==> config.mk <==
export PLATFORM = sky130hd
export DESIGN_NAME = mem_apb_bridge
export DESIGN_NICKNAME = d
export VERILOG_FILES = /design/src/rtl/riscv_bus_pkg.sv /design/src/rtl/bus_addr_decode.sv /design/src/rtl/mem_apb_bridge.sv
export SDC_FILE = /design/constraint.sdc
export NUM_CORES = 1
export LEC_CHECK = 0
export CAP_MARGIN = 15
export CORE_ASPECT_RATIO = 0.9
export CORE_MARGIN = 5
export CORE_UTILIZATION = 35
export CTS_CLUSTER_SIZE = 10
export DETAILED_ROUTE_END_ITERATION = 6
export PLACE_DENSITY = 0.62
export REMOVE_ABC_BUFFERS = 1
export SLEW_MARGIN = 20
export SYNTH_ARGS = -nofsm -noshare
export SYNTH_HDL_FRONTEND = slang
export SYNTH_SLANG_ARGS = --single-unit
==> constraint.sdc <==
create_clock -name clk -period 2.6 [get_ports clk]
set_input_delay 0.52 -clock clk [delete_from_list [all_inputs] [get_ports clk]]
set_output_delay 0.52 -clock clk [all_outputs]
set_load 0.05 [all_outputs]
==> src/rtl/riscv_bus_pkg.sv <==
// Shared types and constants for the core-to-peripheral bus bridge.
package riscv_bus_pkg;

    localparam logic [11:0] APB_BASE       = 12'h100;
    localparam logic [31:0] ERR_RDATA      = 32'hFFFF_FFFF;
    localparam logic [31:0] UNMAPPED_RDATA = 32'h0;

    typedef enum logic [2:0] {
        IDLE,
        RAM_WAIT,
        SETUP,
        ACCESS,
        DONE
    } bus_state_e;

    // Core request as captured in IDLE and held for the rest of the transfer.
    typedef struct packed {
        logic [31:0] addr;
        logic [31:0] wdata;
        logic [3:0]  wstrb;
    } mem_req_t;

endpackage

==> src/rtl/bus_addr_decode.sv <==
// Combinational address decoder: classifies a core address as RAM, APB slot or unmapped.
//   mem_addr    : core byte address
//   is_ram      : address lies in the RAM region (takes priority over APB)
//   is_apb      : address lies in one of the NUM_SLAVES APB slots
//   apb_idx     : slot index, meaningful only when is_apb = 1
//   is_unmapped : neither of the above
module bus_addr_decode
    import riscv_bus_pkg::*;
#(
    parameter  int unsigned NUM_SLAVES = 2,
    parameter  logic [3:0]  RAM_REGION = 4'h0,
    localparam int unsigned IDX_W      = (NUM_SLAVES > 1) ? $clog2(NUM_SLAVES) : 1
) (
    input  logic [31:0]      mem_addr,
    output logic             is_ram,
    output logic             is_apb,
    output logic [IDX_W-1:0] apb_idx,
    output logic             is_unmapped
);

    logic [11:0] apb_off;
    logic        unused_low;

    // Offset from the APB base wraps below it, so one unsigned compare bounds both sides.
    assign apb_off     = mem_addr[31:20] - APB_BASE;
    assign is_ram      = (mem_addr[31:28] == RAM_REGION);
    assign is_apb      = !is_ram && (apb_off < 12'(NUM_SLAVES));
    assign is_unmapped = !is_ram && !is_apb;
    assign apb_idx     = IDX_W'(apb_off);
    assign unused_low  = ^mem_addr[19:0];

endmodule

==> src/rtl/mem_apb_bridge.sv <==
// PicoRV32 native memory port to RAM / APB bridge with per-transfer timeout.
//   clk, resetn                          : clock, asynchronous active-low reset
//   mem_valid/addr/wdata/wstrb           : core request (wstrb = 0 is a read)
//   mem_ready/mem_rdata/bus_err          : one-cycle registered completion
//   ram_valid/addr/wdata/wstrb, ram_ready/rdata : RAM port
//   psel/penable/pwrite/paddr/pwdata/pstrb      : APB master outputs
//   prdata/pready/pslverr                : per-slave APB responses (flattened)
module mem_apb_bridge
    import riscv_bus_pkg::*;
#(
    parameter int unsigned NUM_SLAVES     = 2,
    parameter int unsigned PADDR_W        = 8,
    parameter int unsigned TIMEOUT_CYCLES = 64,
    parameter logic [3:0]  RAM_REGION     = 4'h0
) (
    input  logic                       clk,
    input  logic                       resetn,
    input  logic                       mem_valid,
    input  logic [31:0]                mem_addr,
    input  logic [31:0]                mem_wdata,
    input  logic [3:0]                 mem_wstrb,
    output logic                       mem_ready,
    output logic [31:0]                mem_rdata,
    output logic                       ram_valid,
    output logic [15:0]                ram_addr,
    output logic [31:0]                ram_wdata,
    output logic [3:0]                 ram_wstrb,
    input  logic                       ram_ready,
    input  logic [31:0]                ram_rdata,
    output logic [NUM_SLAVES-1:0]      psel,
    output logic                       penable,
    output logic                       pwrite,
    output logic [PADDR_W-1:0]         paddr,
    output logic [31:0]                pwdata,
    output logic [3:0]                 pstrb,
    input  logic [NUM_SLAVES*32-1:0]   prdata,
    input  logic [NUM_SLAVES-1:0]      pready,
    input  logic [NUM_SLAVES-1:0]      pslverr,
    output logic                       bus_err
);

    localparam int unsigned IDX_W   = (NUM_SLAVES > 1) ? $clog2(NUM_SLAVES) : 1;
    localparam int unsigned CNT_W   = (TIMEOUT_CYCLES > 1) ? $clog2(TIMEOUT_CYCLES) : 1;
    localparam int unsigned TO_LAST = (TIMEOUT_CYCLES > 0) ? TIMEOUT_CYCLES - 1 : 0;

    bus_state_e        state_q, state_d;
    mem_req_t          req_q, req_d;
    logic [IDX_W-1:0]  idx_q, idx_d;
    logic [31:0]       rdata_q, rdata_d;
    logic              err_q, err_d;
    logic [CNT_W-1:0]  cnt_q, cnt_d;

    logic                  dec_ram, dec_apb, dec_unm;
    logic [IDX_W-1:0]      dec_idx;
    logic                  sel_pready, sel_pslverr;
    logic [31:0]           sel_prdata;
    logic                  apb_d;

    logic                  mem_ready_d, ram_valid_d, penable_d, pwrite_d, bus_err_d;
    logic [31:0]           mem_rdata_d, ram_wdata_d, pwdata_d;
    logic [15:0]           ram_addr_d;
    logic [3:0]            ram_wstrb_d, pstrb_d;
    logic [NUM_SLAVES-1:0] psel_d;
    logic [PADDR_W-1:0]    paddr_d;

    bus_addr_decode #(
        .NUM_SLAVES (NUM_SLAVES),
        .RAM_REGION (RAM_REGION)
    ) u_decode (
        .mem_addr    (mem_addr),
        .is_ram      (dec_ram),
        .is_apb      (dec_apb),
        .apb_idx     (dec_idx),
        .is_unmapped (dec_unm)
    );

    // Response of the slave owning the current transfer; all others are ignored.
    assign sel_pready  = pready[idx_q];
    assign sel_pslverr = pslverr[idx_q];
    assign sel_prdata  = prdata[{idx_q, 5'd0} +: 32];

    // Next state, captured request/response, and next values of the registered outputs.
    always_comb begin
        state_d = state_q;
        req_d   = req_q;
        idx_d   = idx_q;
        rdata_d = rdata_q;
        err_d   = err_q;
        cnt_d   = cnt_q;

        case (state_q)
            IDLE: begin
                if (mem_valid) begin
                    req_d   = '{addr: mem_addr, wdata: mem_wdata, wstrb: mem_wstrb};
                    idx_d   = dec_idx;
                    rdata_d = '0;
                    err_d   = 1'b0;
                    if (dec_ram) begin
                        state_d = RAM_WAIT;
                    end else if (dec_apb) begin
                        state_d = SETUP;
                    end else if (dec_unm) begin
                        rdata_d = UNMAPPED_RDATA;
                        err_d   = 1'b1;
                        state_d = DONE;
                    end
                end
            end
            RAM_WAIT: begin
                if (ram_ready) begin
                    rdata_d = ram_rdata;
                    state_d = DONE;
                end
            end
            SETUP: begin
                cnt_d   = '0;
                state_d = ACCESS;
            end
            ACCESS: begin
                if (sel_pready) begin
                    rdata_d = sel_prdata;
                    err_d   = sel_pslverr;
                    state_d = DONE;
                end else if ((TIMEOUT_CYCLES != 0) && (cnt_q == CNT_W'(TO_LAST))) begin
                    rdata_d = ERR_RDATA;
                    err_d   = 1'b1;
                    state_d = DONE;
                end else begin
                    cnt_d = cnt_q + CNT_W'(1);
                end
            end
            DONE: begin
                state_d = IDLE;
            end
            default: begin
                state_d = IDLE;
            end
        endcase

        // Outputs are registered, so they are derived from the state being entered.
        apb_d       = (state_d == SETUP) || (state_d == ACCESS);
        mem_ready_d = (state_d == DONE);
        mem_rdata_d = mem_ready_d ? rdata_d : '0;
        bus_err_d   = mem_ready_d && err_d;
        ram_valid_d = (state_d == RAM_WAIT);
        ram_addr_d  = ram_valid_d ? req_d.addr[15:0] : '0;
        ram_wdata_d = ram_valid_d ? req_d.wdata : '0;
        ram_wstrb_d = ram_valid_d ? req_d.wstrb : '0;
        psel_d      = apb_d ? (NUM_SLAVES'(1) << idx_d) : '0;
        penable_d   = (state_d == ACCESS);
        pwrite_d    = apb_d && (|req_d.wstrb);
        paddr_d     = apb_d ? req_d.addr[PADDR_W-1:0] : '0;
        pwdata_d    = apb_d ? req_d.wdata : '0;
        pstrb_d     = apb_d ? req_d.wstrb : '0;
    end

    // State, capture and output registers.
    always_ff @(posedge clk or negedge resetn) begin
        if (!resetn) begin
            state_q   <= IDLE;
            req_q     <= '0;
            idx_q     <= '0;
            rdata_q   <= '0;
            err_q     <= 1'b0;
            cnt_q     <= '0;
            mem_ready <= 1'b0;
            mem_rdata <= '0;
            bus_err   <= 1'b0;
            ram_valid <= 1'b0;
            ram_addr  <= '0;
            ram_wdata <= '0;
            ram_wstrb <= '0;
            psel      <= '0;
            penable   <= 1'b0;
            pwrite    <= 1'b0;
            paddr     <= '0;
            pwdata    <= '0;
            pstrb     <= '0;
        end else begin
            state_q   <= state_d;
            req_q     <= req_d;
            idx_q     <= idx_d;
            rdata_q   <= rdata_d;
            err_q     <= err_d;
            cnt_q     <= cnt_d;
            mem_ready <= mem_ready_d;
            mem_rdata <= mem_rdata_d;
            bus_err   <= bus_err_d;
            ram_valid <= ram_valid_d;
            ram_addr  <= ram_addr_d;
            ram_wdata <= ram_wdata_d;
            ram_wstrb <= ram_wstrb_d;
            psel      <= psel_d;
            penable   <= penable_d;
            pwrite    <= pwrite_d;
            paddr     <= paddr_d;
            pwdata    <= pwdata_d;
            pstrb     <= pstrb_d;
        end
    end

endmodule

=== Word-level counts from Yosys, hierarchy flattened ===
Cells that the tools add are included.

* Add/subtract/negate cells: 2
* Shift-type cells: 2
* Magnitude comparators: 2
* Mux-type cells: 39
* Eq/ne operators: 10
* Reductions and logical operators: 12

{| class="wikitable"
|+ Operators with widths
! operator !! count
|-
| two-way mux 32 bit || 7
|-
| two-way mux 52 bit || 2
|-
| one-hot mux 32 bit (3 select lines) || 1
|-
| variable part select 64 x 7 -> 32 bit || 1
|-
| two-way mux 3 bit || 7
|-
| two-way mux 16 bit || 1
|-
| == test 3 x 2 -> 1 bit (second input constant) || 4
|-
| less-than comparator 12 x 2 -> 1 bit (second input constant) || 1
|-
| two-way mux 1 bit || 12
|-
| two-way mux 6 bit || 2
|-
| one-hot mux 3 bit (4 select lines) || 1
|-
| one-hot mux 6 bit (2 select lines) || 1
|-
| subtractor 12 x 9 -> 12 bit (second input constant) || 1
|-
| two-way mux 4 bit || 2
|-
| two-way mux 8 bit || 1
|-
| adder 6 x 1 -> 6 bit (second input constant) || 1
|-
| == test 3 x 1 -> 1 bit (second input constant) || 2
|-
| == test 6 bit (second input constant) || 1
|-
| logical AND 1 bit || 4
|-
| zero test 4 bit || 1
|-
| != test 2 bit (second input constant) || 2
|-
| OR reduction 4 bit || 1
|-
| == test 3 bit (second input constant) || 1
|-
| zero test 3 bit || 1
|-
| 8 further kinds || 9
|}

* Logic and storage cells: 88
* Output and inout bits: 135
* Register bits: 230
* Input port bits: 172

=== Logic depth before layout (Yosys ltp) ===
Gate-level depths: netlist of the first run.

* Word-level depth: 13
* Depth in mapped cells: 8
* Mapped depth without buffers: 5

=== Modules after synthesis ===
Synthesis of the first run repeated with hierarchy kept, for this count alone.

* Cells, all modules: 626
* Area, all modules: 7468.4 µm²

{| class="wikitable"
|+ By module, submodules not included
! module !! seq. area each (µm²) !! area an instance (µm²) !! instances !! cells each
|-
| mem_apb_bridge || 4954.8 || 7414.6 || 1 || 618
|-
| bus_addr_decode || 0.0 || 53.8 || 1 || 8
|}

=== Least setup slack after synthesis of the first run ===
OpenSTA, ideal clock, no wires.

* Path kind: register to register
* From: register state_q[1]
* To: register pwdata[30]
* Library setup time: 0.071 ns
* Setup slack: 0.726 ns
* Required time: 2.529 ns
* Path buffers: 3
* Data arrival time: 1.804 ns
* Clock period less this slack: 1.874 ns
* Cell stages (with the launch flop): 7
* Path through: dfrtp_1 > buf_6 > or4b_4 > o311a_1 > buf_6 > buf_12 > nor2_4

* Cells in the longest elaborated chain, start to end: 8
* Elaborated cells on any way between the ends: 17
* Classes of those cells: 5 x eq/ne; 10 x mux; 2 x reduce/logical

{| class="wikitable"
|+ Ends and longest elaborated chain
! what !! RTL line !! text
|-
| start: declaration || mem_apb_bridge.sv:46 || <nowiki>bus_state_e state_q, state_d;</nowiki>
|-
| start signal: assignment || mem_apb_bridge.sv:180 || <nowiki>state_q <= state_d;</nowiki>
|-
| two-way mux 3 bit || mem_apb_bridge.sv:102 || <nowiki>end else if (dec_unm) begin</nowiki>
|-
| two-way mux 3 bit || mem_apb_bridge.sv:100 || <nowiki>end else if (dec_apb) begin</nowiki>
|-
| two-way mux 3 bit || mem_apb_bridge.sv:98 || <nowiki>if (dec_ram) begin</nowiki>
|-
| two-way mux 3 bit || mem_apb_bridge.sv:93 || <nowiki>if (mem_valid) begin</nowiki>
|-
| one-hot mux 3 bit (4 select lines) || mem_apb_bridge.sv:91 || <nowiki>case (state_q)</nowiki>
|-
| == test 3 x 2 -> 1 bit || mem_apb_bridge.sv:141 || <nowiki>apb_d = (state_d == SETUP) || (state_d == ACCESS);</nowiki>
|-
| logical OR 1 bit || mem_apb_bridge.sv:141 ||
|-
| two-way mux 32 bit * || mem_apb_bridge.sv:153 || <nowiki>pwdata_d = apb_d ? req_d.wdata : '0;</nowiki>
|-
| via pwdata_d[30] || mem_apb_bridge.sv:60 || <nowiki>logic [31:0] mem_rdata_d, ram_wdata_d, pwdata_d;</nowiki>
|-
| end signal: assignment || mem_apb_bridge.sv:197 || <nowiki>pwdata <= pwdata_d;</nowiki>
|-
| end: declaration || mem_apb_bridge.sv:34 || <nowiki>output logic [31:0] pwdata,</nowiki>
|}

The timed path passes the listed nets; every way through them passes the cells marked *.
A chain may end at the register's enable or synchronous reset.

=== Worst setup path after layout of the first run ===
* From: register ram_wdata[31]
* To: output port ram_wdata[31]

{| class="wikitable"
|+ RTL lines
! what !! RTL line !! text
|-
| start: declaration || mem_apb_bridge.sv:26 || <nowiki>output logic [31:0] ram_wdata,</nowiki>
|-
| start signal: assignment || mem_apb_bridge.sv:191 || <nowiki>ram_wdata <= ram_wdata_d;</nowiki>
|}

No word-level cell between the ends.

==> reports/results.tsv, run 1 <==
metric	value	unit
status	finished, final reports clean	
synth-edff-count	0	
first_global_vias	7281	
cts_max_level	1	
yosys_warnings	0	
synth.top_cell.area_share	64.9	%
antenna_found_initial	1	
p_per_area	657	mW/mm²
period_share	86.7	%
slowest_stage	clkdlybuf4s50_1	
setup_viol	0	
yosys-top-cells-area	dfrtp_1 65%, o221ai_1 6.3%, mux2i_1 5.1%, nor2_1 3.6%, inv_1 3.5%	
worst-setup-path-type	reg -> out	
cts_tree	done	
worstPathArrival	1.74	ns
io_pins	307	
maxCapViolCount	0	
rows	55	
setup_tns	0	ns
drcViolationCount	0	
fin_nets	1255	
area_delta_synth_final	51.0	%
synth_commonest_cells	230 x dfrtp_1, 86 x nor2_1, 83 x inv_1, 65 x nand2_1, 64 x o221ai_1	
ys_types	44	
die-area	0.0286	mm²
avgSynthCellArea	11.7	µm²
rsz0062_at_grt	false	
synth_top_family_by_area	compound AO/OA/AOI/OAI gates	
cp_top_family	buffers and inverters	
core	0.0250	mm²
cts_buffers	28	
finalPower	0.00879	W
die_x	178	µm
grt_pass1_wl	41.2	mm
placed_area	0.0125	mm²
start_kind	flop	
pwr-share-seq	44.6	%
final_cells	1435	
path_buf_inv	1	
holdCritPathClass	reg -> reg	
die_y	161	µm
start_util	35.4	%
finClkSkew	0.0198	ns
cts_root_buf	clkbuf_16	
post-route-min-period	2.26	ns
synthXorXnorAreaFrac	0	%
crit_path_end_kind	output port	
crit_chain	clkdlybuf4s50_1	
cts_sinks	230	
synthAdderAreaFrac	0.141	%
maxSlewHeadroom	27.4	%
crit_fanout	1	
cp_slowest_stage_delay	0.86	ns
p_leak	5.94	nW
final_area	0.0134	mm²
grt_max_degree	70	
clock_path_buffers	3	
pwr-share-clk	40.2	%
firstDrtPassIters	4	
yosysSeqAreaShare	64.9	%
grt-ovfl-total	0	
vias	6820	
ir_drop	507	µV
max_freq	443	MHz
gr-usage-all-layers	18.1	%
first_iter_violations	419	
synth_most_common_cell	dfrtp_1	
worstSkewPairLatency	0.54	ns
yosysTopAreaCell	dfrtp_1	
tightest_slew	1.09	ns
synth.cell_area	0.00887	mm²
dp_cells	1393	
critical_path_required	2.08	ns
postRouteAntennaNets	0	
cellInternalPower	0.00657	W
hold_viol	0	
cts.clk_slew.worst_paths	0.05	ns
port_buffers	302	
combinationalPowerShare	15.1	%
synth-main-ff-cell	dfrtp_1	
avgViaCountPerCell	4.75	
antenna_cells	0	
routed_wl	26.3	mm
p_sw	0.00222	W
slew_viol_final	0	
synthArstFlopShare	100	%
drive_gt1_share	8.69	%
wl_per_cell	18.3	µm
synth-compound-area-share	11.7	%
synth.area.mux_share	5.21	%
dp_hpwl	18.6	mm
swShare	25.3	%
ys_ff_latch	230	
gp_congestion	0.799	
synth-simple-area-share	11.6	%
syn_inst	759	
## cell type report
cell class	count	area [µm²]
Timing Repair Buffer	345	3490
Tap cell	342	428
Clock inverter	3	65.1
Sequential cell	230	5760
Fill cell	2207	11700
Multi-Input combinational cell	394	2570
Clock buffer	38	768
Inverter	83	312
## sequential cells by signal, summed over array words and instances, names as in the netlist, 3 cells and up
signal and count:
paddr 8, ram_wstrb 4, cnt_q 6, pwdata 32
rdata_q 32, req_q 52, pstrb 4, ram_addr 16
mem_rdata 32, state_q 3, ram_wdata 32
## kinds of logic after synthesis
| group | Yosys count |
|---|---|
| AO/OA/AOI/OAI | 131 |
| adder cells (fa/ha/maj) | 1 |
| buffers and inverters | 135 |
| flip-flops | 230 |
| multiplexers | 46 |
| AND/OR/NAND/NOR | 216 |
## power by group through the flow
stage | combinational [W] | sequential, W | clock, W
finish | 0.00133 | 0.00393 | 0.00354
global route | 0.00147 | 0.00396 | 0.00382
CTS | 0.00135 | 0.00393 | 0.00366
detailed placement | 0.00135 | 0.00399 | 0
global placement | 0.00132 | 0.00398 | 0
floorplan | 0.000595 | 0.00406 | 0
## cell usage in the layout (no fill, tap or decap), types with 2 or more instances in the layout
master and instances:
a211o_1 3, a211oi_1 32, a21oi_1 12, and2_1 34
buf_12 11, buf_4 31, clkbuf_1 7, clkbuf_16 28
clkbuf_8 3, clkdlybuf4s50_1 301, dfrtp_1 230, inv_1 83
mux2i_1 45, nand2_1 65, nand2b_1 2, nand3_1 6
nor2_1 86, nor2_4 8, nor4b_1 2, o211ai_1 3
o21ai_0 5, o221ai_1 64, o31ai_1 3, or3_1 3
## metrics by stage
step           hold WS [ns]  worst slack [ns]  utilization [%]
2_1_floorplan         0.224             -7.15                -
3_3_place_gp          0.452             0.138             50.1
3_5_place_dp          0.457             0.106             50.1
4_1_cts               0.471             0.304             53.4
5_1_grt               0.498             0.272             53.4
6_report              0.466             0.345             53.4
## worst paths after layout
| check | to | cells after the start | from | slack [ns] |
|---|---|---|---|---|
| max in group asynchronous | ram_wdata[24]$_DFF_PN0_ | 3 | resetn | 1.32 |
| worst max-delay path | ram_wdata[31] | 1 | ram_wdata[31]$_DFF_PN0_ | 0.34 |
| worst max register to register | pwdata[18]$_DFF_PN0_ | 4 | state_q[1]$_DFF_PN0_ | 0.48 |
| min in group asynchronous | pwdata[24]$_DFF_PN0_ | 2 | resetn | 0.53 |
| worst min-delay path | req_q[45]$_DFF_PN0_ | 2 | req_q[45]$_DFF_PN0_ | 0.47 |
| worst min register to register | req_q[45]$_DFF_PN0_ | 2 | req_q[45]$_DFF_PN0_ | 0.47 |
## repair_timing
action / in CTS / in global routing
buffers inserted: 0 / 0
hold buffers: 1 / 0
hold endpoints to repair: 63 / 0
gates resized for setup: 0 / 0
## routing by layer
layer	up-vias	track usage [%]	share of wire, %
li1	3207	-	-
met1	3296	22.1	39
met2	284	27.8	43
met3	31	11.1	16
met4	2	3.62	1.8
met5	-	0	0.046
(Power assumes the default switching activity.)
==> run 2: changes to the inputs <==
--- a/config.mk
+++ b/config.mk
@@ -5,6 +5,7 @@
 export SDC_FILE = /design/constraint.sdc
 export NUM_CORES = 1
 export LEC_CHECK = 0
+export ABC_CLOCK_PERIOD_IN_PS = 2700
 export CAP_MARGIN = 15
 export CORE_ASPECT_RATIO = 0.9
 export CORE_MARGIN = 5
==> constraint.sdc (replaced) <==
create_clock -name clk -period 2.7 [get_ports clk]
set_input_delay 0.54 -clock clk [delete_from_list [all_inputs] [get_ports clk]]
set_output_delay 0.54 -clock clk [all_outputs]
set_load 0.05 [all_outputs]
==> run 2 against run 1 <==
Net effect: power shrank 6.6%; count of clock-buffer cells in the layout down 7; combinational power decreased by 5%; critical path type unchanged.
==> reports/results.tsv, run 2 (synthesis gave the netlist of run 1 again) <==
metric	value	unit	change
status	finished, final reports clean		
final_area	0.0133	mm²	-0.60%
cts_root_buf	clkbuf_16		
setup_viol	0		unchanged
path_depth	1		unchanged
routed_wl	26.3	mm	about the same
r2r_cells	5		+1
cts_buffers	27		-3.6%
first_global_vias	7163		-1.6%
p_leak	5.90	nW	-0.56%
die-area	0.0286	mm²	unchanged
wl_per_cell	18.4	µm	+0.51%
cts_max_level	1		unchanged
min_path_cells	2		unchanged
io_pins	307		unchanged
die_x	178	µm	unchanged
final_cell_mix	301 x clkdlybuf4s50_1, 230 x dfrtp_1, 86 x nor2_1		
first_iter_violations	315		-25%
largest_reg_flops	52		unchanged
finalPower	0.00822	W	-6.6%
grt_max_degree	67		-4.3%
dp_hpwl	18.8	mm	+1.0%
path_buf_inv	1		unchanged
tightest_slew	0.854	ns	-0.236 ns
rows	55		unchanged
core	0.0250	mm²	unchanged
r2r_start	state_q[1]$_DFF_PN0_		
drive_gt1_share	8.49	%	-0.20 points
fillers	2243		+1.6%
gr-usage-all-layers	17.9	%	-0.19 points
cts_tree	done		
layout_commonest_cell	clkdlybuf4s50_1		
r2r_end	mem_rdata[21]$_DFF_PN0_		
crit_fanout	1		unchanged
start_util	35.4	%	unchanged
antenna_found_initial	1		unchanged
grt-ovfl-total	0		unchanged
port_buffers	302		unchanged
critical_path_required	2.16	ns	+0.08 ns
rsz0062_at_grt	false		
min_from	req_q[50]$_DFF_PN0_		
start_kind	flop		
firstDrtPassIters	4		unchanged
hold_viol	0		unchanged
period_share	83.9	%	
cts.clk_slew.worst_paths	0.05	ns	about the same
maxCapViolCount	0		unchanged
placed_area	0.0125	mm²	about the same
largest_register	req_q		
worst-setup-path-type	reg -> out		
cp-startpoint	ram_wdata[28]$_DFF_PN0_		
finClkSkew	0.0149	ns	-0.00493 ns
setup_tns	0	ns	unchanged
post-route-min-period	2.27	ns	
crit_path_end_kind	output port		
clock_path_buffers	3		unchanged
rrSetupSlack	0.51	ns	+0.03 ns
vias	6766		-0.79%
worstSkewPairLatency	0.53	ns	about the same
ir_drop	492	µV	-2.9%
post_cts_resized	0		unchanged
holdCritPathClass	reg -> reg		
grt_pass1_wl	40.8	mm	-1.0%
p_per_area	617	mW/mm²	-6.0%
postRouteAntennaNets	0		unchanged
avgViaCountPerCell	4.74		-0.24%
maxSlewHeadroom	43.1	%	+16 points
cts_sinks	230		unchanged
fin_nets	1253		-0.16%
gp_congestion	0.790		-1.1%
cp_top_family	buffers and inverters		
drcViolationCount	0		unchanged
area_delta_synth_final	50.1	%	
worstPathArrival	1.73	ns	about the same
max_freq	441	MHz	
min_to	req_q[50]$_DFF_PN0_		
slew_viol_final	0		unchanged
die_y	161	µm	unchanged
cp_slowest_stage_delay	0.87	ns	about the same
slowest_stage	clkdlybuf4s50_1		
crit_chain	clkdlybuf4s50_1		
## run 2: cell types whose count changed in the layout (fill, tap and decap cells not counted)
cell       before  now
clkbuf_1        7    1
clkinv_16       1    0
buf_12         11   12
inv_16          0    1
clkbuf_16      28   27
buf_4          31   29
diode_2         0    1
bufinv_16       1    0
## run 2: worst min-delay path, stage by stage, from the launching register on
cell and delay [ns]:
dfrtp_1 0.32, nand2_1 0.06, nand2_1 0.06
## run 2: final cells by class
type / count / area [µm²] / share of cell area (%)
diodes: 1 / 2.50 / 0.0188
clock buffers: 31 / 721 / 5.42
multi-input cells: 394 / 2570 / 19.3
inverters: 83 / 312 / 2.34
flip-flops and latches: 230 / 5760 / 43.2
clock inverters: 2 / 25.0 / 0.188
repair buffers: 344 / 3500 / 26.3
well taps: 342 / 428 / 3.22
## run 2: repair_timing
item	in CTS	in global routing
hold endpoints to repair	63	0
hold buffers	1	0
buffers inserted	0	0
## run 2: stage by stage
| stage | cells | hold WS (ns) | util, % | setup slack, ns |
|---|---|---|---|---|
| global route | 1426 | 0.486 | 53.1 | 0.351 |
| detailed placement | 1392 | 0.457 | 50.1 | 0.0788 |
| CTS | 1426 | 0.471 | 53.1 | 0.390 |
| floorplan | 707 | 0.244 | - | -7.05 |
| global placement | 1392 | 0.453 | 50.1 | 0.152 |
| finish | 1427 | 0.468 | 53.1 | 0.433 |
## run 2: layer usage
layer / track usage, % / up-vias / share of wire, %
li1: - / 3195 / -
met3: 9.69 / 39 / 14
met1: 22.7 / 3247 / 41
met5: 0 / - / 0.049
met2: 27.1 / 283 / 43
met4: 4.29 / 2 / 2.3
## run 2: worst max path at each step
stage	endpoint	slack [ns]
after detailed placement	mem_rdata[26]$_DFF_PN0_	0.08
after global routing	pwdata[18]$_DFF_PN0_	0.35
after global placement	mem_rdata[21]$_DFF_PN0_	0.15
final	ram_wdata[28]	0.43
after floorplan	pwrite$_DFF_PN0_	-7.05
after CTS	ram_wdata[28]	0.39
## run 2: report_power, final
| part | total (W) | switching, W | internal (W) |
|---|---|---|---|
| clock network | 0.00317 | 0.00131 | 0.00186 |
| registers | 0.00378 | 0.0000876 | 0.00369 |
| logic | 0.00127 | 0.000698 | 0.000570 |
==> run 3: changes to the inputs <==
--- a/config.mk
+++ b/config.mk
@@ -5,7 +5,7 @@
 export SDC_FILE = /design/constraint.sdc
 export NUM_CORES = 1
 export LEC_CHECK = 0
-export ABC_CLOCK_PERIOD_IN_PS = 2700
+export ABC_CLOCK_PERIOD_IN_PS = 2320
 export CAP_MARGIN = 15
 export CORE_ASPECT_RATIO = 0.9
 export CORE_MARGIN = 5
==> constraint.sdc (replaced) <==
create_clock -name clk -period 2.32 [get_ports clk]
set_input_delay 0.464 -clock clk [delete_from_list [all_inputs] [get_ports clk]]
set_output_delay 0.464 -clock clk [all_outputs]
set_load 0.05 [all_outputs]
==> run 3 against run 2 <==
Net effect: count of clock-buffer cells in the layout is 5 higher; highest routed layer unchanged; core utilization is 1.1 points higher; combinational power is 24% higher.
==> reports/results.tsv, run 3 (synthesis gave the netlist of run 1 again) <==
metric	value	unit	change
hold_viol	0		unchanged
path_buf_inv	1		unchanged
status	finished, final reports clean		
final_area	0.0136	mm²	+2.1%
rrSetupSlack	0.25	ns	-0.26 ns
first_iter_violations	374		+19%
die_y	161	µm	unchanged
cts_max_level	1		unchanged
post_cts_resized	0		unchanged
cts_buffers	28		+3.7%
firstDrtPassIters	4		unchanged
start_kind	flop		
setup_viol	0		unchanged
finClkSkew	0.0163	ns	+0.00148 ns
rsz0062_at_grt	false		
cp_slowest_stage_delay	0.88	ns	about the same
grt-ovfl-total	0		unchanged
antenna_found_initial	2		+1
cp-startpoint	mem_rdata[16]$_DFF_PN0_		
cp_top_family	buffers and inverters		
maxCapViolCount	0		unchanged
worstPathArrival	1.74	ns	about the same
maxSlewHeadroom	56.8	%	+14 points
ir_drop	717	µV	+46%
r2r_end	paddr[3]$_DFF_PN0_		
grt_pass1_wl	41.7	mm	+2.2%
drive_gt1_share	10.8	%	+2.3 points
start_util	35.4	%	unchanged
die_x	178	µm	unchanged
period_share	95.1	%	
final_cells	1456		+2.0%
vias	6911		+2.1%
crit_chain	clkdlybuf4s50_1		
cts_root_buf	clkbuf_16		
final_cell_mix	301 x clkdlybuf4s50_1, 230 x dfrtp_1, 86 x nor2_1		
r2r_cells	6		+1
routed_wl	26.5	mm	+0.96%
first_global_vias	7475		+4.4%
postRouteAntennaNets	0		unchanged
slew_viol_final	0		unchanged
crit_fanout	1		unchanged
fin_nets	1279		+2.1%
antenna_cells	0		-1
path_depth	1		unchanged
layout_commonest_cell	clkdlybuf4s50_1		
dp_hpwl	19.3	mm	+2.8%
largest_register	req_q		
dp_cells	1417		+1.8%
r2r_start	cnt_q[0]$_DFFE_PN0P_		
avgViaCountPerCell	4.75		+0.11%
p_leak	6.06	nW	+2.7%
crit_path_end_kind	output port		
wl_per_cell	18.2	µm	-1.0%
largest_reg_flops	52		unchanged
clock_path_buffers	3		unchanged
io_pins	307		unchanged
rows	55		unchanged
cts_tree	done		
grt_max_degree	64		-4.5%
area_delta_synth_final	53.3	%	
cts.clk_slew.worst_paths	0.05	ns	about the same
max_freq	453	MHz	
core	0.0250	mm²	unchanged
slowest_stage	clkdlybuf4s50_1		
gr-usage-all-layers	18.3	%	+0.41 points
p_per_area	728	mW/mm²	+18%
worst-setup-path-type	reg -> out		
post-route-min-period	2.21	ns	
gp_congestion	0.791		+0.16%
placed_area	0.0128	mm²	+1.7%
holdCritPathClass	in -> async		
drcViolationCount	0		unchanged
die-area	0.0286	mm²	unchanged
worstSkewPairLatency	0.54	ns	about the same
cts_sinks	230		unchanged
critical_path_required	1.86	ns	-0.30 ns
port_buffers	302		unchanged
tightest_slew	0.648	ns	-0.206 ns
final_util	54.3	%	+1.1 points
==> run 3: final cells by class <==
type / count / area [µm²]
Fill cell: 2186 / 11500
Clock inverter: 2 / 38.8
Multi-Input combinational cell: 394 / 2570
Timing Repair Buffer: 369 / 3710
Tap cell: 342 / 428
Inverter: 83 / 312
Sequential cell: 230 / 5760
Clock buffer: 36 / 781
==> run 3: routing by layer <==
layer | track usage (%) | share of wire (%) | up-vias
met5 | 0 | 0.10 | -
li1 | - | - | 3254
met3 | 10.6 | 15 | 36
met4 | 4.36 | 2.2 | 4
met1 | 22.3 | 40 | 3335
met2 | 28.4 | 43 | 282
==> run 3: what timing repair did <==
action                     4_1_cts  5_1_grt
setup endpoints to repair        0        0
hold buffers                     1        0
buffers inserted                 0        0
hold endpoints to repair        25        0
==> run 3: metrics by stage <==
step | power [W] | setup slack, ns | setup TNS, ns | hold slack, ns
6_report | 0.00989 | 0.114 | 0 | 0.372
5_1_grt | 0.0104 | 0.0554 | 0 | 0.373
4_1_cts | 0.0101 | 0.0815 | 0 | 0.339
3_5_place_dp | 0.00607 | -0.0698 | -1.96 | 0.336
3_3_place_gp | 0.00604 | -0.0574 | -2.22 | 0.337
2_1_floorplan | 0.00522 | -7.43 | -1274.62 | 0.168
==> run 3: worst max-delay path by stage <==
stage,end,slack (ns)
finish,mem_rdata[16],0.11
global route,ram_wstrb[2],0.06
CTS,mem_rdata[16],0.08
detailed placement,paddr[3]$_DFF_PN0_,-0.07
global placement,pwdata[18]$_DFF_PN0_,-0.06
floorplan,pwrite$_DFF_PN0_,-7.43
==> run 3: where the power goes <==
part,switching (W),internal (W)
logic,0.000832,0.000753
registers,0.0000985,0.00430
clock network,0.00158,0.00233
==> variant 1, RTL diff (settings of run 3) <==
Register the output `bus_err` once more, cleared by the reset; this adds one clock of latency there. The other outputs are not delayed to match. Comments in the files are not updated.
--- a/src/rtl/mem_apb_bridge.sv
+++ b/src/rtl/mem_apb_bridge.sv
@@ -43,6 +43,8 @@
     localparam int unsigned CNT_W   = (TIMEOUT_CYCLES > 1) ? $clog2(TIMEOUT_CYCLES) : 1;
     localparam int unsigned TO_LAST = (TIMEOUT_CYCLES > 0) ? TIMEOUT_CYCLES - 1 : 0;
 
+    logic bus_err_s0;
+
     bus_state_e        state_q, state_d;
     mem_req_t          req_q, req_d;
     logic [IDX_W-1:0]  idx_q, idx_d;
@@ -165,7 +167,7 @@
             cnt_q     <= '0;
             mem_ready <= 1'b0;
             mem_rdata <= '0;
-            bus_err   <= 1'b0;
+            bus_err_s0 <= 1'b0;
             ram_valid <= 1'b0;
             ram_addr  <= '0;
             ram_wdata <= '0;
@@ -185,7 +187,7 @@
             cnt_q     <= cnt_d;
             mem_ready <= mem_ready_d;
             mem_rdata <= mem_rdata_d;
-            bus_err   <= bus_err_d;
+            bus_err_s0 <= bus_err_d;
             ram_valid <= ram_valid_d;
             ram_addr  <= ram_addr_d;
             ram_wdata <= ram_wdata_d;
@@ -199,5 +201,13 @@
         end
     end
 
+    always_ff @(posedge clk or negedge resetn) begin
+        if (!resetn) begin
+            bus_err <= '0;
+        end else begin
+            bus_err <= bus_err_s0;
+        end
+    end
+
 endmodule
 
Function: changed (Yosys sat finds a counterexample within 4 cycles, from zero or initial values and one cycle with resetn low).
==> variant 1 against run 3 <==
Count of clock-buffer cells in the layout shrank 3. Combinational power decreased by 16%. Largest power group unchanged. Area after synthesis shrank 7.2%. Largest cell class unchanged. Final area decreased by 6.7%. Total power decreased by 8.6%. Critical endpoint is now pwdata[28]. Fmax grew 2.2%. Wire length shrank 9.3%. Setup slack better by 0.047 ns. Sequential cell count shrank 6. Via count decreased by 8.1%.
==> variant 1: results (changes against run 3) <==
| Metric | Value |
|---|---|
| Diodes inserted | 1 (was 0) |
| Commonest cells post-synth | dfrtp_1 (224), nor2_1 (121), nand2_1 (54), inv_1 (51), mux2i_1 (51) (was dfrtp_1 (230), nor2_1 (86), inv_1 (83), nand2_1 (65), o221ai_1 (64)) |
| Min Hold Slack | 0.361 ns (was 0.372 ns) |
| Synth Area in XOR/XNOR | 0.106% (was 0%) |
| # nets final | 1221 (was 1279) |
| DR pass1 iterations | 4 (unchanged) |
| Top post-synthesis cells by area | dfrtp_1 (68%), mux2i_1 (6.2%), nor2_1 (5.5%) (was dfrtp_1 (65%), o221ai_1 (6.3%), mux2i_1 (5.1%)) |
| Multi-input combinational area share | 17.8% (was 18.9%) |
| Non-clock buffer share | 28.0% (was 27.3%) |
| First-iteration detailed-routing DRC count | 344 (was 374) |
| Hold Path Class | reg -> reg (was in -> async) |
| First-pass GRT wire length | 36900 microns (was 41700 microns) |
| Vias in the first global route | 6602 (was 7475) |
| Worst R2R Path Depth | 7 (was 6) |
| Share of cells above drive strength 1 | 8.36% (was 10.8%) |
| Non-Clock Buffer Count | 356 (was 369) |
| Placer Congestion | 0.768 (was 0.791) |
| Initial antenna violation count | 3 (was 2) |
| Max-cap violations | 0 (unchanged) |
| Clk pin slew, worst setup/hold paths | 0.05 ns (about the same) |
| R2R setup slack | 0.31 ns (was 0.25 ns) |
| Worst Clk Skew | 0.00746 ns (was 0.0163 ns) |
| Vias per cell | 4.68 (was 4.75) |
| Worst VDD drop | 486 uV (was 717 uV) |
| Crit path launch | pwdata[28] (was mem_rdata[16]) |
| Ys async rst share | 100% (unchanged) |
| Root buf cell | clkbuf_16 (unchanged) |
| Clock buf count | 33 (was 36) |
| ClkCell Share | 5.50% (was 6.03%) |
| Outcome | finished clean (unchanged) |
| Hpwl dp | 17400 microns (was 19300 microns) |
| Critical path's largest stage delay | 0.86 ns (was 0.88 ns) |
| Sequential-to-total area share from yosys stat | 68.1% (was 64.9%) |
| Worst EP arrival | 1.69 ns (was 1.74 ns) |
| Netlist cell types | 43 (was 44) |
| Largest net degree at the start of global routing | 69 (was 64) |
| Seq cells | 224 (was 230) |
| Post-Synth Adder-Cell Area | 0.152% (was 0.141%) |
| Clk Latency, worst-skew pair | 0.51 ns (was 0.54 ns) |
| Fillers | 2027 (was 2186) |
| Multiplexer share of the synthesized area | 6.38% (was 5.21%) |
| Seq area share | 44.2% (was 42.3%) |
| CP top delay family | buffers and inverters (unchanged) |
| Final WL | 24100 microns (was 26500 microns) |
| Multi-input gate count | 388 (was 394) |
| Number of signal-net inverters in the final layout | 52 (was 83) |
| Post-synthesis compound-gate area fraction | 9.99% (was 11.7%) |
| Leak | 6.09 nW (was 6.06 nW) |
| Total CTS buffers | 26 (was 28) |
| CP endpoint | pwdata[28] (was mem_rdata[16]) |
| Worst R2R End | pwdata[19] (was paddr[3]) |
| Worst-Margin Slew | 0.599 ns (was 0.648 ns) |
| Total track usage | 17.5% (was 18.3%) |
| Max reg flops | 52 (unchanged) |
## variant 1: cell count changes after synthesis, sizes merged, moves of 16 or more
cell | before | now
o22ai | 1 | 26
nor2 | 95 | 121
and2 | 34 | 12
o21ai | 7 | 23
inv | 83 | 52
o221ai | 64 | 0
a22oi | 0 | 24
a211oi | 33 | 0
## variant 1: power breakdown
group / total, mW / leakage [nW] / switching (mW) / internal (mW)
registers: 4.25 / 2.99 / 0.0926 / 4.16
logic: 1.32 / 2.76 / 0.697 / 0.620
clock network: 3.47 / 0.340 / 1.41 / 2.06
## variant 1: cells by family (layout without fill, tap and decap cells)
kind of cell             count (synthesis)  count (layout)
flip-flops                             224             224
AND/OR/NAND/NOR                        207             207
AO/OA/AOI/OAI                          127             127
buffers and inverters                   91             441
multiplexers                            52              52
adder cells (fa/ha/maj)                  1               1
XOR/XNOR                                 1               1
other                                    0               1
## variant 1: worst reg2reg max path: stages (launching register included)
cell     delay, ns
dfrtp_1       0.41
ha_1          0.23
and3_1        0.24
a311o_1       0.38
and2b_4       0.18
o31a_2        0.18
buf_12        0.19
nor2_1        0.13
## variant 1: stage by stage
step / setup slack, ns / area, sq um / utilization [%] / cells
after floorplan: -1.16 / 8040 / - / 664
after detailed placement: -0.260 / 12000 / 51.5 / 1321
after global routing: 0.0995 / 12700 / 54.5 / 1356
final: 0.161 / 12700 / 54.5 / 1356
after global placement: -0.255 / 12000 / 51.5 / 1321
after CTS: 0.122 / 12700 / 54.5 / 1355
## variant 1: metal layers
metal | vias up | global-route usage, % | part of all wire [%]
met2 | 203 | 28.3 | 48
met4 | 4 | 4.22 | 2.0
met3 | 42 | 6.50 | 9.3
li1 | 3015 | - | -
met5 | - | 0 | 0.11
met1 | 3084 | 22.6 | 40
==> variant 2, RTL diff (flow settings as in run 3) <==
Made on the original files. `NUM_SLAVES` is set to 2 in 2 places; all go to 1.
--- a/src/rtl/bus_addr_decode.sv
+++ b/src/rtl/bus_addr_decode.sv
@@ -7,7 +7,7 @@
 module bus_addr_decode
     import riscv_bus_pkg::*;
 #(
-    parameter  int unsigned NUM_SLAVES = 2,
+    parameter  int unsigned NUM_SLAVES = 1,
     parameter  logic [3:0]  RAM_REGION = 4'h0,
     localparam int unsigned IDX_W      = (NUM_SLAVES > 1) ? $clog2(NUM_SLAVES) : 1
 ) (
--- a/src/rtl/mem_apb_bridge.sv
+++ b/src/rtl/mem_apb_bridge.sv
@@ -8,7 +8,7 @@
 module mem_apb_bridge
     import riscv_bus_pkg::*;
 #(
-    parameter int unsigned NUM_SLAVES     = 2,
+    parameter int unsigned NUM_SLAVES     = 1,
     parameter int unsigned PADDR_W        = 8,
     parameter int unsigned TIMEOUT_CYCLES = 64,
     parameter logic [3:0]  RAM_REGION     = 4'h0
Ports: changed (resized prdata, pready, psel and pslverr); port bits go from 307 to 272. No check against the original RTL was run, so the function may have changed too.
==> variant 2 against run 3 <==
Sequential cell count shrank 1. Setup slack gained 0.0030 ns. Fmax grew 0.14%. Clock power shrank 5%. Count of clock-buffer cells in the layout shrank 4. Wire length grew 1.7%. Sequential share of layout area grew 1.3 points. Worst hold slack gained 0.078 ns. Total power shrank 4.8%. Area after synthesis grew 1.6%. Cell count shrank 2.5%. Final area shrank 3.5%. Critical endpoint is now mem_rdata[12].
==> variant 2: results (changes against run 3) <==
| Metric | Value |
|---|---|
| Outcome | finished clean (unchanged) |
| # nets final | 1211 (was 1279) |
| Placed Area | 0.0124 sq mm (was 0.0128 sq mm) |
| Clock tree buffer depth | 3 (unchanged) |
| Worst Clk Skew | 0.00971 ns (was 0.0163 ns) |
| Commonest cells post-synth | dfrtp_1 (229), nand2_1 (81), inv_1 (57), a21oi_1 (55) (was dfrtp_1 (230), nor2_1 (86), inv_1 (83), nand2_1 (65), o221ai_1 (64)) |
| Total track usage | 18.3% (about the same) |
| Max reg flops | 52 (unchanged) |
| Worst-Margin Slew | 0.586 ns (was 0.648 ns) |
| Critical-path top delay cell | clkdlybuf4s50_1 (unchanged) |
| Largest net degree at the start of global routing | 65 (was 64) |
| Root buf cell | clkbuf_16 (unchanged) |
| Ys Warns | 0 (unchanged) |
| CP top delay family | buffers and inverters (unchanged) |
| H-tree depth | 1 (unchanged) |
| Initial antenna violation count | 1 (was 2) |
| Clk pin slew, worst setup/hold paths | around 0.060 ns |
| Netlist cell types | 42 (was 44) |
| Hold Path Class | in -> async (unchanged) |
| Worst VDD drop | 621 uV (was 717 uV) |
| Critical path's largest stage delay | 0.82 ns (was 0.88 ns) |
| Total CTS buffers | 27 (was 28) |
| DR pass1 iterations | 5 (was 4) |
| Vias | 6930 (was 6911) |
| Final WL | 27000 microns (was 26500 microns) |
| Post-Place Worst Slack | -0.437 ns (was -0.0698 ns) |
| First-pass GRT wire length | 42100 microns (was 41700 microns) |
| Leak | 5.94 nW (was 6.06 nW) |
| Fillers | 2278 (was 2186) |
| Biggest register | req_q (unchanged) |
| CP Max Fanout | 1 (unchanged) |
| First-iteration detailed-routing DRC count | 395 (was 374) |
| Vias in the first global route | 7340 (was 7475) |
| Share of cells above drive strength 1 | 11.4% (was 10.8%) |
| Sequential-to-total area share from yosys stat | 63.6% (was 64.9%) |
| Ys async rst share | 100% (unchanged) |
| Hpwl dp | 18200 microns (was 19300 microns) |
| Clk Latency, worst-skew pair | about 0.53 ns |
| Top FF cell, synth | dfrtp_1 (unchanged) |
| Setup bufs post-CTS | 0 (unchanged) |
| Worst EP arrival | 1.74 ns (about the same) |
| PortBufs | 267 (was 302) |
| Top post-synthesis cells by area | dfrtp_1 (64%), mux2i_1 (5.0%), nand2_1 (3.4%) (was dfrtp_1 (65%), o221ai_1 (6.3%), mux2i_1 (5.1%)) |
| Placer Congestion | 0.803 (was 0.791) |
## variant 2: changes by cell type in the layout (fill, tap and decap cells not counted), moves of 26 or more
cell and change:
nand3_1 +28, clkdlybuf4s50_1 -35, and2_1 -34, nand2b_1 +31
nor2_1 -41, o21ai_0 +26, a21oi_2 +28, a32oi_1 +32
o221ai_1 -64, a211oi_1 -32, a21oi_1 +43, inv_1 -26
## variant 2: cells by family (layout without fill, tap and decap cells)
| group | count (synthesis) | after routing | share of synthesized area [%] |
|---|---|---|---|
| buffers and inverters | 108 | 403 | 5.38 |
| AND/OR/NAND/NOR | 220 | 220 | 11.6 |
| adder cells (fa/ha/maj) | 1 | 1 | 0.139 |
| AO/OA/AOI/OAI | 169 | 169 | 13.0 |
| flip-flops | 229 | 229 | 63.6 |
| other | 0 | 1 | 0 |
| multiplexers | 55 | 55 | 6.25 |
## variant 2: power by group
| group | switching, mW | leakage [nW] | internal (mW) |
|---|---|---|---|
| Sequential | 0.118 | 3.05 | 4.26 |
| Clock | 1.55 | 0.370 | 2.17 |
| Combinational | 0.707 | 2.51 | 0.615 |
## variant 2: repair_timing
action	CTS	global route
resized for setup	0	1
hold buffers	1	0
setup endpoints to repair	0	7
hold endpoints to repair	43	0
## variant 2: metal layers
layer	wire, microns	part of all wire [%]	GRT usage, %	vias up
li1	-	-	-	3224
met1	11000	41	23.7	3383
met2	11600	43	27.3	287
met3	3840	14	9.77	34
met4	532	2.0	3.87	2
met5	13	0.048	0	-
## variant 2: cell type report
class / count / area [sq um] / area share, %
clock buffer: 32 / 724 / 5.52
clock inverter: 2 / 25.0 / 0.191
timing repair buffer: 312 / 3210 / 24.4
inverter: 57 / 214 / 1.63
sequential: 229 / 5730 / 43.7
tap: 342 / 428 / 3.26
multi-input combinational: 445 / 2790 / 21.3
antenna: 1 / 2.50 / 0.0191
## variant 2: path summary, 6_finish.rpt
kind | end | slack (ns) | cells after the start | from
min in group clk | req_q[48] | 0.49 | 1 | req_q[48]
worst min-delay path | rdata_q[1] | 0.45 | 2 | resetn
worst max-delay path | mem_rdata[12] | 0.12 | 1 | mem_rdata[12]
max in group asynchronous | pwdata[19] | 1.18 | 3 | resetn
worst min register to register | req_q[48] | 0.49 | 1 | req_q[48]
worst max register to register | pwdata[25] | 0.28 | 7 | cnt_q[0]
## variant 2: metrics by stage
stage / TNS (ns) / instances / utilization, %
2_1_floorplan: -431.39 / 731 / -
3_3_place_gp: -33.04 / 1384 / 48.9
3_5_place_dp: -30.49 / 1384 / 48.9
4_1_cts: 0 / 1419 / 51.9
5_1_grt: 0 / 1419 / 51.9
6_report: 0 / 1420 / 52.0
